===== src/rtl/cpu_bus_responder.sv =====
// cpu_bus_responder: 6502 bus slave that serves each CPU access from an async SRAM or a 4-register I/O page.
// One access per pass, no pipelining; SRAM accesses are stretched by WAIT_STATES cycles with hold low.
//   state  | meaning
//   S_REQ  | access on the bus: decode, latch, start SRAM strobes
//   S_WAIT | SRAM wait cycles, cnt counts down to terminal 0
//   S_DONE | hold=1 for one cycle, CPU advances
module cpu_bus_responder #(
  parameter int          ADDR_W      = 15,
  parameter int          WAIT_STATES = 2,
  parameter logic [15:0] IO_BASE     = 16'hBF00
) (
  input  logic              clock,
  input  logic              reset_n,
  input  logic [15:0]       address,
  input  logic [7:0]        out,
  input  logic              we,
  output logic [7:0]        in,
  output logic              hold,
  output logic [ADDR_W-1:0] sram_addr,
  output logic [7:0]        sram_d_o,
  output logic              sram_d_oe,
  input  logic [7:0]        sram_d_i,
  output logic              sram_oe_n,
  output logic              sram_we_n,
  input  logic [3:0]        key,
  output logic [7:0]        led
);

  typedef enum logic [1:0] {
    S_REQ  = 2'd0,
    S_WAIT = 2'd1,
    S_DONE = 2'd2
  } state_t;

  state_t            state;
  state_t            state_nxt;
  logic [3:0]        cnt;
  logic [3:0]        cnt_nxt;

  logic [ADDR_W-1:0] addr_q;
  logic [7:0]        data_q;
  logic              we_q;
  logic              io_q;

  logic [ADDR_W-1:0] cur_addr;
  logic [7:0]        cur_data;
  logic              cur_we;
  logic              cur_io;

  logic              io_hit;
  logic              capture;
  logic              io_wr;
  logic              sram_rd;
  logic              sram_wr;
  logic [1:0]        io_off;
  logic [7:0]        io_rdata;

  logic [3:0]        key_meta;
  logic [3:0]        key_sync;
  logic [3:0]        key_prev;
  logic [3:0]        edge_q;
  logic [3:0]        edge_set;
  logic [3:0]        edge_clr;
  logic [7:0]        tick;

  assign io_hit = (address[15:2] == IO_BASE[15:2]);

  // During S_REQ the live bus is the access; afterwards the latched copy is used,
  // so CPU changes after the request cycle cannot disturb an access in flight.
  always_comb begin
    cur_addr = addr_q;
    cur_data = data_q;
    cur_we   = we_q;
    cur_io   = io_q;
    if (state == S_REQ) begin
      cur_addr = address[ADDR_W-1:0];
      cur_data = out;
      cur_we   = we;
      cur_io   = io_hit;
    end
  end

  always_ff @(posedge clock or negedge reset_n) begin
    if (!reset_n) begin
      state <= S_REQ;
      cnt   <= 4'd0;
    end else begin
      state <= state_nxt;
      cnt   <= cnt_nxt;
    end
  end

  always_comb begin
    state_nxt = state;
    cnt_nxt   = cnt;
    case (state)
      S_REQ: begin
        if (io_hit || (WAIT_STATES == 0)) begin
          state_nxt = S_DONE;
        end else begin
          state_nxt = S_WAIT;
          cnt_nxt   = 4'(WAIT_STATES - 1);
        end
      end
      S_WAIT: begin
        if (cnt == 4'd0) begin
          state_nxt = S_DONE;
        end else begin
          cnt_nxt = cnt - 4'd1;
        end
      end
      S_DONE:  state_nxt = S_REQ;
      default: state_nxt = S_REQ;
    endcase
  end

  always_ff @(posedge clock or negedge reset_n) begin
    if (!reset_n) begin
      addr_q <= '0;
      data_q <= 8'd0;
      we_q   <= 1'b0;
      io_q   <= 1'b0;
    end else if (state == S_REQ) begin
      addr_q <= address[ADDR_W-1:0];
      data_q <= out;
      we_q   <= we;
      io_q   <= io_hit;
    end
  end

  assign hold    = (state == S_DONE);
  assign capture = (state_nxt == S_DONE);

  // Strobes are gated by reset_n directly so an async reset releases the SRAM at once.
  assign sram_rd   = reset_n & ~cur_io & ~cur_we;
  assign sram_wr   = reset_n & ~cur_io & cur_we;
  assign sram_addr = reset_n ? cur_addr : '0;
  assign sram_d_o  = cur_data;
  assign sram_d_oe = sram_wr;
  assign sram_oe_n = ~sram_rd;
  assign sram_we_n = ~(sram_wr & (state != S_DONE));

  assign io_off = cur_addr[1:0];
  assign io_wr  = capture & cur_io & cur_we;

  always_comb begin
    io_rdata = 8'd0;
    case (io_off)
      2'd0:    io_rdata = led;
      2'd1:    io_rdata = {4'b0000, key_sync};
      2'd2:    io_rdata = {4'b0000, edge_q};
      default: io_rdata = tick;
    endcase
  end

  always_ff @(posedge clock or negedge reset_n) begin
    if (!reset_n) begin
      in <= 8'd0;
    end else if (capture && !cur_we) begin
      in <= cur_io ? io_rdata : sram_d_i;
    end
  end

  always_ff @(posedge clock or negedge reset_n) begin
    if (!reset_n) begin
      led <= 8'd0;
    end else if (io_wr && (io_off == 2'd0)) begin
      led <= cur_data;
    end
  end

  always_ff @(posedge clock or negedge reset_n) begin
    if (!reset_n) begin
      key_meta <= 4'd0;
      key_sync <= 4'd0;
      key_prev <= 4'd0;
    end else begin
      key_meta <= key;
      key_sync <= key_meta;
      key_prev <= key_sync;
    end
  end

  // A new rising edge in the same cycle as a write-1 clear keeps the bit set.
  assign edge_set = key_sync & ~key_prev;
  assign edge_clr = (io_wr && (io_off == 2'd2)) ? cur_data[3:0] : 4'd0;

  always_ff @(posedge clock or negedge reset_n) begin
    if (!reset_n) begin
      edge_q <= 4'd0;
    end else begin
      edge_q <= (edge_q & ~edge_clr) | edge_set;
    end
  end

  always_ff @(posedge clock or negedge reset_n) begin
    if (!reset_n) begin
      tick <= 8'd0;
    end else begin
      tick <= tick + 8'd1;
    end
  end

endmodule


===== config.mk =====
export PLATFORM = sky130hd
export DESIGN_NAME = cpu_bus_responder
export DESIGN_NICKNAME = d
export VERILOG_FILES = /design/src/rtl/cpu_bus_responder.sv
export SDC_FILE = /design/constraint.sdc
export NUM_CORES = 1
export LEC_CHECK = 0
export ABC_CLOCK_PERIOD_IN_PS = 2250
export BUFFER_PORTS_ARGS = -buffer_cell sky130_fd_sc_hd__buf_2
export CAP_MARGIN = 20
export CORE_MARGIN = 2
export CORE_UTILIZATION = 30
export DETAILED_ROUTE_END_ITERATION = 8
export GPL_TIMING_DRIVEN = 0
export PLACE_DENSITY = 0.58
export SLEW_MARGIN = 0
export SYNTH_ARGS = -nofsm -noshare
export SYNTH_HDL_FRONTEND = slang
export SYNTH_SLANG_ARGS = --single-unit

===== constraint.sdc =====
create_clock -name clock -period 2.25 [get_ports clock]
set_input_delay 0.225 -clock clock [delete_from_list [all_inputs] [get_ports clock]]
set_output_delay 0.225 -clock clock [all_outputs]
set_load 0.02 [all_outputs]

=== Yosys cells after proc, flatten, opt, wreduce, memory -nomap -nowiden ===
Cells that the tools add are included.

* Flip-flop bits (word level): 71
* Input port bits: 39
* Output and inout bits: 43
* Word-level logic and storage cells: 62

* Add/subtract/negate cells: 2
* Eq/ne operators: 9
* Multiplexer cells: 14
* Bitwise gates (word level): 15
* Reduce and logical (&&, ||, !) cells: 9

{| class="wikitable"
|+ Operator list
! kind !! number
|-
| $mux 15 || 2
|-
| $pmux 8 s3 || 1
|-
| $mux 8 || 2
|-
| $eq 14x14->1 const B || 1
|-
| $mux 4 || 3
|-
| $add 8x1->8 const B || 1
|-
| $and 4x4->4 || 2
|-
| $not 4->4 || 2
|-
| $pmux 4 s2 || 1
|-
| $and 1x1->1 || 6
|-
| $eq 2x2->1 const B || 3
|-
| $ne 2x2->1 const B || 3
|-
| $eq 2x1->1 const B || 2
|-
| $logic_not 2->1 || 2
|-
| $logic_not 4->1 || 1
|-
| $mux 2 || 2
|-
| $not 1->1 || 4
|-
| $or 4x4->4 || 1
|-
| $pmux 2 s2 || 1
|-
| $sub 4x1->4 const B || 1
|-
| $logic_and 1x1->1 || 3
|-
| $reduce_and 3->1 || 1
|-
| $mux 1 || 2
|-
| $reduce_bool 2->1 || 1
|-
| $logic_not 1->1 || 1
|}

=== Longest topological paths before layout ===
* Word-level depth: 11
* Gate-level depth with buffers: 8
* Gate-level depth less buffers: 7

=== Worst setup path after synthesis ===
OpenSTA, ideal clock, no wires.

* Kind: register -> output
* Start point: register state[1]
* End point: output sram_we_n
* Arrival: 2.226 ns
* Data required time: 2.025 ns
* Path slack: -0.201 ns
* Cell stages (with the launch flop): 8
* Buffers on the path: 2
* Cells stage by stage: dfrtp_1 or4b_1 or4_4 buf_6 and2_1 buf_2 and3_1 nand2b_1

* Word-level cells in the longest chain between the ends: 7
* Elaborated cells on any way between the ends: 9
* Classes of those cells: 1 x eq/ne; 2 x mux; 5 x bitwise; 1 x reduce/logical

{| class="wikitable"
|+ Ends and longest elaborated chain
! what !! line !! source
|-
| from (decl) || 35 || <nowiki>state_t state;</nowiki>
|-
| from (signal assigned) || 88 || <nowiki>state <= state_nxt;</nowiki>
|-
| $logic_not 2->1 (*) || 75 || <nowiki>if (state == S_REQ) begin</nowiki>
|-
| $mux 1 || -- ||
|-
| $not 1->1 || 136 || <nowiki>assign sram_wr = reset_n & ~cur_io & cur_we;</nowiki>
|-
| $and 1x1->1 || 136 ||
|-
| $and 1x1->1 (*) || 136 ||
|-
| named net sram_d_oe || 21 || <nowiki>output logic sram_d_oe,</nowiki>
|-
| $and 1x1->1 (*) || 141 || <nowiki>assign sram_we_n = ~(sram_wr & (state != S_DONE));</nowiki>
|-
| $not 1->1 (*) || 141 ||
|-
| to (decl) || 24 || <nowiki>output logic sram_we_n,</nowiki>
|}

Mark *: on every way through the listed nets, which the timed path passes. The rest lies on a longest branch.

=== Worst setup path in the final report ===
* Start point: register state[1]
* End point: output sram_we_n

* Word-level cells in the longest chain between the ends: 7
* Elaborated cells on any way between the ends: 9
* Classes of those cells: 1 x eq/ne; 2 x mux; 5 x bitwise; 1 x reduce/logical

{| class="wikitable"
|+ Ends and longest elaborated chain
! what !! line
|-
| $logic_not 2->1 || 75
|-
| $mux 1 || --
|-
| $not 1->1 || 136
|-
| $and 1x1->1 (2 in series) || 136
|-
| $and 1x1->1 (*) || 141
|-
| $not 1->1 (*) || 141
|}

Mark *: on every way between the ends. The rest lies on a longest branch, timed or not.

==> flow_metrics.env <==
export IMPL_clkSlewWorstSetupHoldPaths_ns=0.08
export IMPL_cts_sinks=71
export IMPL_postSynthAreaPerCell_sq_um=10.5
export IMPL_finalHoldViolations=0
export IMPL_synth_top_area_share_pct=57.5
export IMPL_clock_latency_ns=0.35
export IMPL_rsz0062_at_grt="true"
export IMPL_fmax_mhz=412
export IMPL_ys_ff_latch=71
export IMPL_p_int_uw=3760
export IMPL_core_area_sq_um=10100
export IMPL_skew_ns=0.00720
export IMPL_die_y_microns=105
export IMPL_outcome="finished with violations"
export IMPL_fp_row_count=37
export IMPL_switching_share_pct=37.9
export IMPL_total_power_uw=6050
export IMPL_grt_usage_pct=15.7
export IMPL_cp_slowest_stage_delay_ns=0.47
export IMPL_overflow=0
export IMPL_layout_drive_gt1_share_pct=42.1
export IMPL_seqPwrFrac_pct=29.9
export IMPL_post_drt_wl_per_cell_microns=15.1
export IMPL_violations="setup timing"
export IMPL_drcViolationCount=0
export IMPL_via_per_inst=4.58
export IMPL_vias=2560
export IMPL_end_kind="output port"
export IMPL_final_setup_tns_ns=-1.45
export IMPL_clock_power_share_pct=17.7
export IMPL_syn_to_final_growth_pct=47.3
export IMPL_synth_ff_type="dfrtp_1"
export IMPL_synth_nets=335
export IMPL_power_switching_uw=2290
export IMPL_required_ns=2.03
export IMPL_post_route_min_period_ns=2.43
export IMPL_ioPinCount=82
export IMPL_grt_first_pass_wirelength_microns=13300
export IMPL_wirelength_microns=8440
export IMPL_yosysTopAreaCell="dfrtp_1"
export IMPL_diodes=0
export IMPL_first_iter_violations=145
export IMPL_fin_ws_ns=-0.179
export IMPL_filler_cell_count=965
export IMPL_cp_cell_sequence="or4b_1 -> or4_4 -> and2_4 -> and3_4 -> nand2b_4 -> buf_6"
export IMPL_synth_seq_area_share_pct=57.5
export IMPL_die_x_microns=105
export IMPL_tightest_slew_ns=0.535
export IMPL_async_flop_share_pct=100
export IMPL_min_path_type="input pin to asynchronous set/reset pin"
export IMPL_powerDensity_nw_per_um2=1330
export IMPL_nets=460
export IMPL_yosys_warnings=0
export IMPL_gp_congestion=0.849
export IMPL_syn_area_sq_um=3090
export IMPL_clock_root_buffer="clkbuf_8"
export IMPL_startpoint_type="flip-flop"
export IMPL_ir_drop_v=0.000534
export IMPL_htreeDepth=3
export IMPL_yosysUniqueCellTypes=46
export IMPL_max_clock_path_buffers=2
export IMPL_dp_hpwl_microns=5550
export IMPL_cts_buffers=9
export IMPL_grt_max_degree=73
export IMPL_critical_path_class="flip-flop to output port"
export IMPL_p_comb_share_pct=52.4
export IMPL_start_util_pct=30.5
export IMPL_port_buffer_count=81
export IMPL_final_setup_viol_count=13
export IMPL_post_route_period_util_pct=108
export IMPL_grt_pass1_vias=2571
export IMPL_crit_path_top_delay_cell="or4b_1"
export IMPL_die_area_sq_um=11100
export IMPL_drv_slew=0
export IMPL_max_slew_margin_rel_pct=64.0
export IMPL_crit_fanout=4
export IMPL_critical_path_buf_inv_count=1
export IMPL_worstPathArrival_ns=2.20
export IMPL_p_leak_uw=0.00222
export IMPL_drt_pre_antenna_iters=7
export IMPL_final_cell_area_sq_um=4550
export IMPL_drv_cap=0
export IMPL_cts_tree="built"
export IMPL_antenna_found_initial=0
export IMPL_synth_cells=293
export IMPL_cp_top_family="simple AND/OR/NAND/NOR gates"
export IMPL_final_util_pct=44.9
export IMPL_ys_top_cells_by_area="dfrtp_1 57%, nand2_1 7.7%, mux2i_1 3.6%, and2_1 3.0%, o21ai_0 2.3%"
export IMPL_placed_area_sq_um=3710
export IMPL_synth_edff_count=0
export IMPL_ant_nets=0
## layout make-up
type	count	area (sq um)	share of cell area, %
Sequential cell	71	1780	39.1
Multi-Input combinational cell	196	1340	29.5
Timing Repair Buffer	119	923	20.3
Tap cell	136	170	3.74
Clock buffer	11	151	3.33
Buffer	5	65.1	1.43
Inverter	16	65.1	1.43
Clock inverter	5	56.3	1.24
## stage by stage
| stage | setup slack, ns | instances | hold WS, ns |
|---|---|---|---|
| after floorplan | 0.00302 | 293 | -0.0706 |
| after global placement | -0.344 | 510 | 0.333 |
| after detailed placement | -0.397 | 511 | 0.0658 |
| after CTS | -0.362 | 543 | 0.0803 |
| after global routing | -0.230 | 559 | 0.102 |
| final | -0.179 | 559 | 0.101 |
## synthesized netlist by cell type, types with 2 or more instances
| master | n |
|---|---|
| nor4_1 | 2 |
| nand2_1 | 63 |
| a211o_1 | 2 |
| buf_6 | 2 |
| and3_1 | 2 |
| mux2i_1 | 11 |
| nand4b_1 | 2 |
| nor2_1 | 16 |
| or4_4 | 2 |
| ha_1 | 3 |
| clkbuf_1 | 6 |
| dfrtp_1 | 71 |
| o21bai_1 | 4 |
| mux4_2 | 2 |
| xor2_1 | 3 |
| o21ai_0 | 14 |
| a21oi_2 | 2 |
| o22ai_1 | 3 |
| xnor2_1 | 5 |
| a222oi_1 | 4 |
| a21oi_1 | 10 |
| nand2b_1 | 2 |
| a31oi_1 | 5 |
| and2_1 | 15 |
| nor2b_1 | 4 |
| inv_1 | 15 |
| nand3_1 | 4 |
## per-layer routing
layer  part of all wire, %  wire length, microns  vias to the layer above  track usage, %
li1                      -                     -                     1247               -
met3                   5.5                   461                       12            3.65
met1                    45                  3810                     1225            20.7
met2                    47                  3960                       76            24.0
met4                   2.4                   201                        0            8.18
met5                     0                     0                        -               0
## worst reg2reg max path, cell delays in order (launching register included)
cell and delay, ns:
dfrtp_2 0.44, or4b_1 0.47, or4_4 0.45, buf_4 0.20
a221oi_4 0.31, buf_6 0.17, buf_4 0.11, nor2_1 0.04
a31oi_1 0.14
## power groups by stage
| stage | Clock (uW) | Combinational [uW] | Sequential (uW) |
|---|---|---|---|
| finish | 1070 | 3170 | 1810 |
| global route | 1170 | 3450 | 1860 |
| CTS | 1110 | 2450 | 1800 |
| detailed placement | 0 | 2080 | 1820 |
| global placement | 0 | 2040 | 1800 |
| floorplan | 0 | 1350 | 1870 |
## repair_timing
action	in CTS	in global routing
pin swaps	4	11
resized for setup	34	68
buffers inserted	13	16
endpoints found under the setup margin	45	45
hold buffers	5	1
cloned	1	2
endpoints found under the hold margin	75	6
## cells by family (layout without fill, tap and decap cells)
kind of cell / count (synthesis) / count (layout) / synth area share, %
DFF: 71 / 71 / 57.5
muxes: 13 / 13 / 5.02
AOI/OAI and AO/OA: 50 / 50 / 11.1
xor gates and xnor gates: 8 / 8 / 2.27
buffers and inverters: 26 / 156 / 3.85
and+or+nand+nor: 122 / 122 / 19.1
adders and majority gates: 3 / 3 / 1.21
## layout by cell type (no fill, tap or decap), types with 2 or more instances in the layout
cell type       n
clkbuf_16       2
nor4_1          2
buf_12          3
o21ai_0        12
nand4b_1        2
a21oi_1         7
mux4_2          2
xor2_1          3
dlygate4sd3_1   5
inv_1          13
nand2_2         3
o21ai_1         2
or4_4           2
buf_6          23
and2_4         12
mux2i_4         6
and2_1          3
dfrtp_1        69
a211o_1         2
clkbuf_8       12
a222oi_1        4
nor2b_1         4
o22ai_1         3
a21oi_2         5
nand3_1         4
nand2_1        60
ha_1            3
a31oi_1         5
buf_4          26
clkinv_4        2
dfrtp_2         2
inv_2           2
mux2i_1         4
o21bai_1        4
xnor2_1         5
nor2_1         16
buf_2          60
clkinv_2        2
## sequential cells by signal, indices dropped and copies added (netlist names), 2 cells and up
name and count:
addr_q 15, data_q 8, in 8, led 8, tick 8, cnt 4
edge_q 4, key_meta 4, key_prev 4, key_sync 4, state 2
## path summary, 6_finish.rpt
kind / start / endpoint / slack [ns] / cells past startpoint
min reg2reg: key_meta[3] / key_sync[3] / 0.35 / 0
min: reset_n / in[1] / 0.10 / 3
min in group clock: address[2] / addr_q[2] / 0.10 / 3
max reg2reg: state[1] / led[5] / -0.16 / 8
max in group asynchronous: reset_n / in[5] / 1.51 / 3
max: state[1] / sram_we_n / -0.18 / 6
Power figures use the tool's default switching activity.
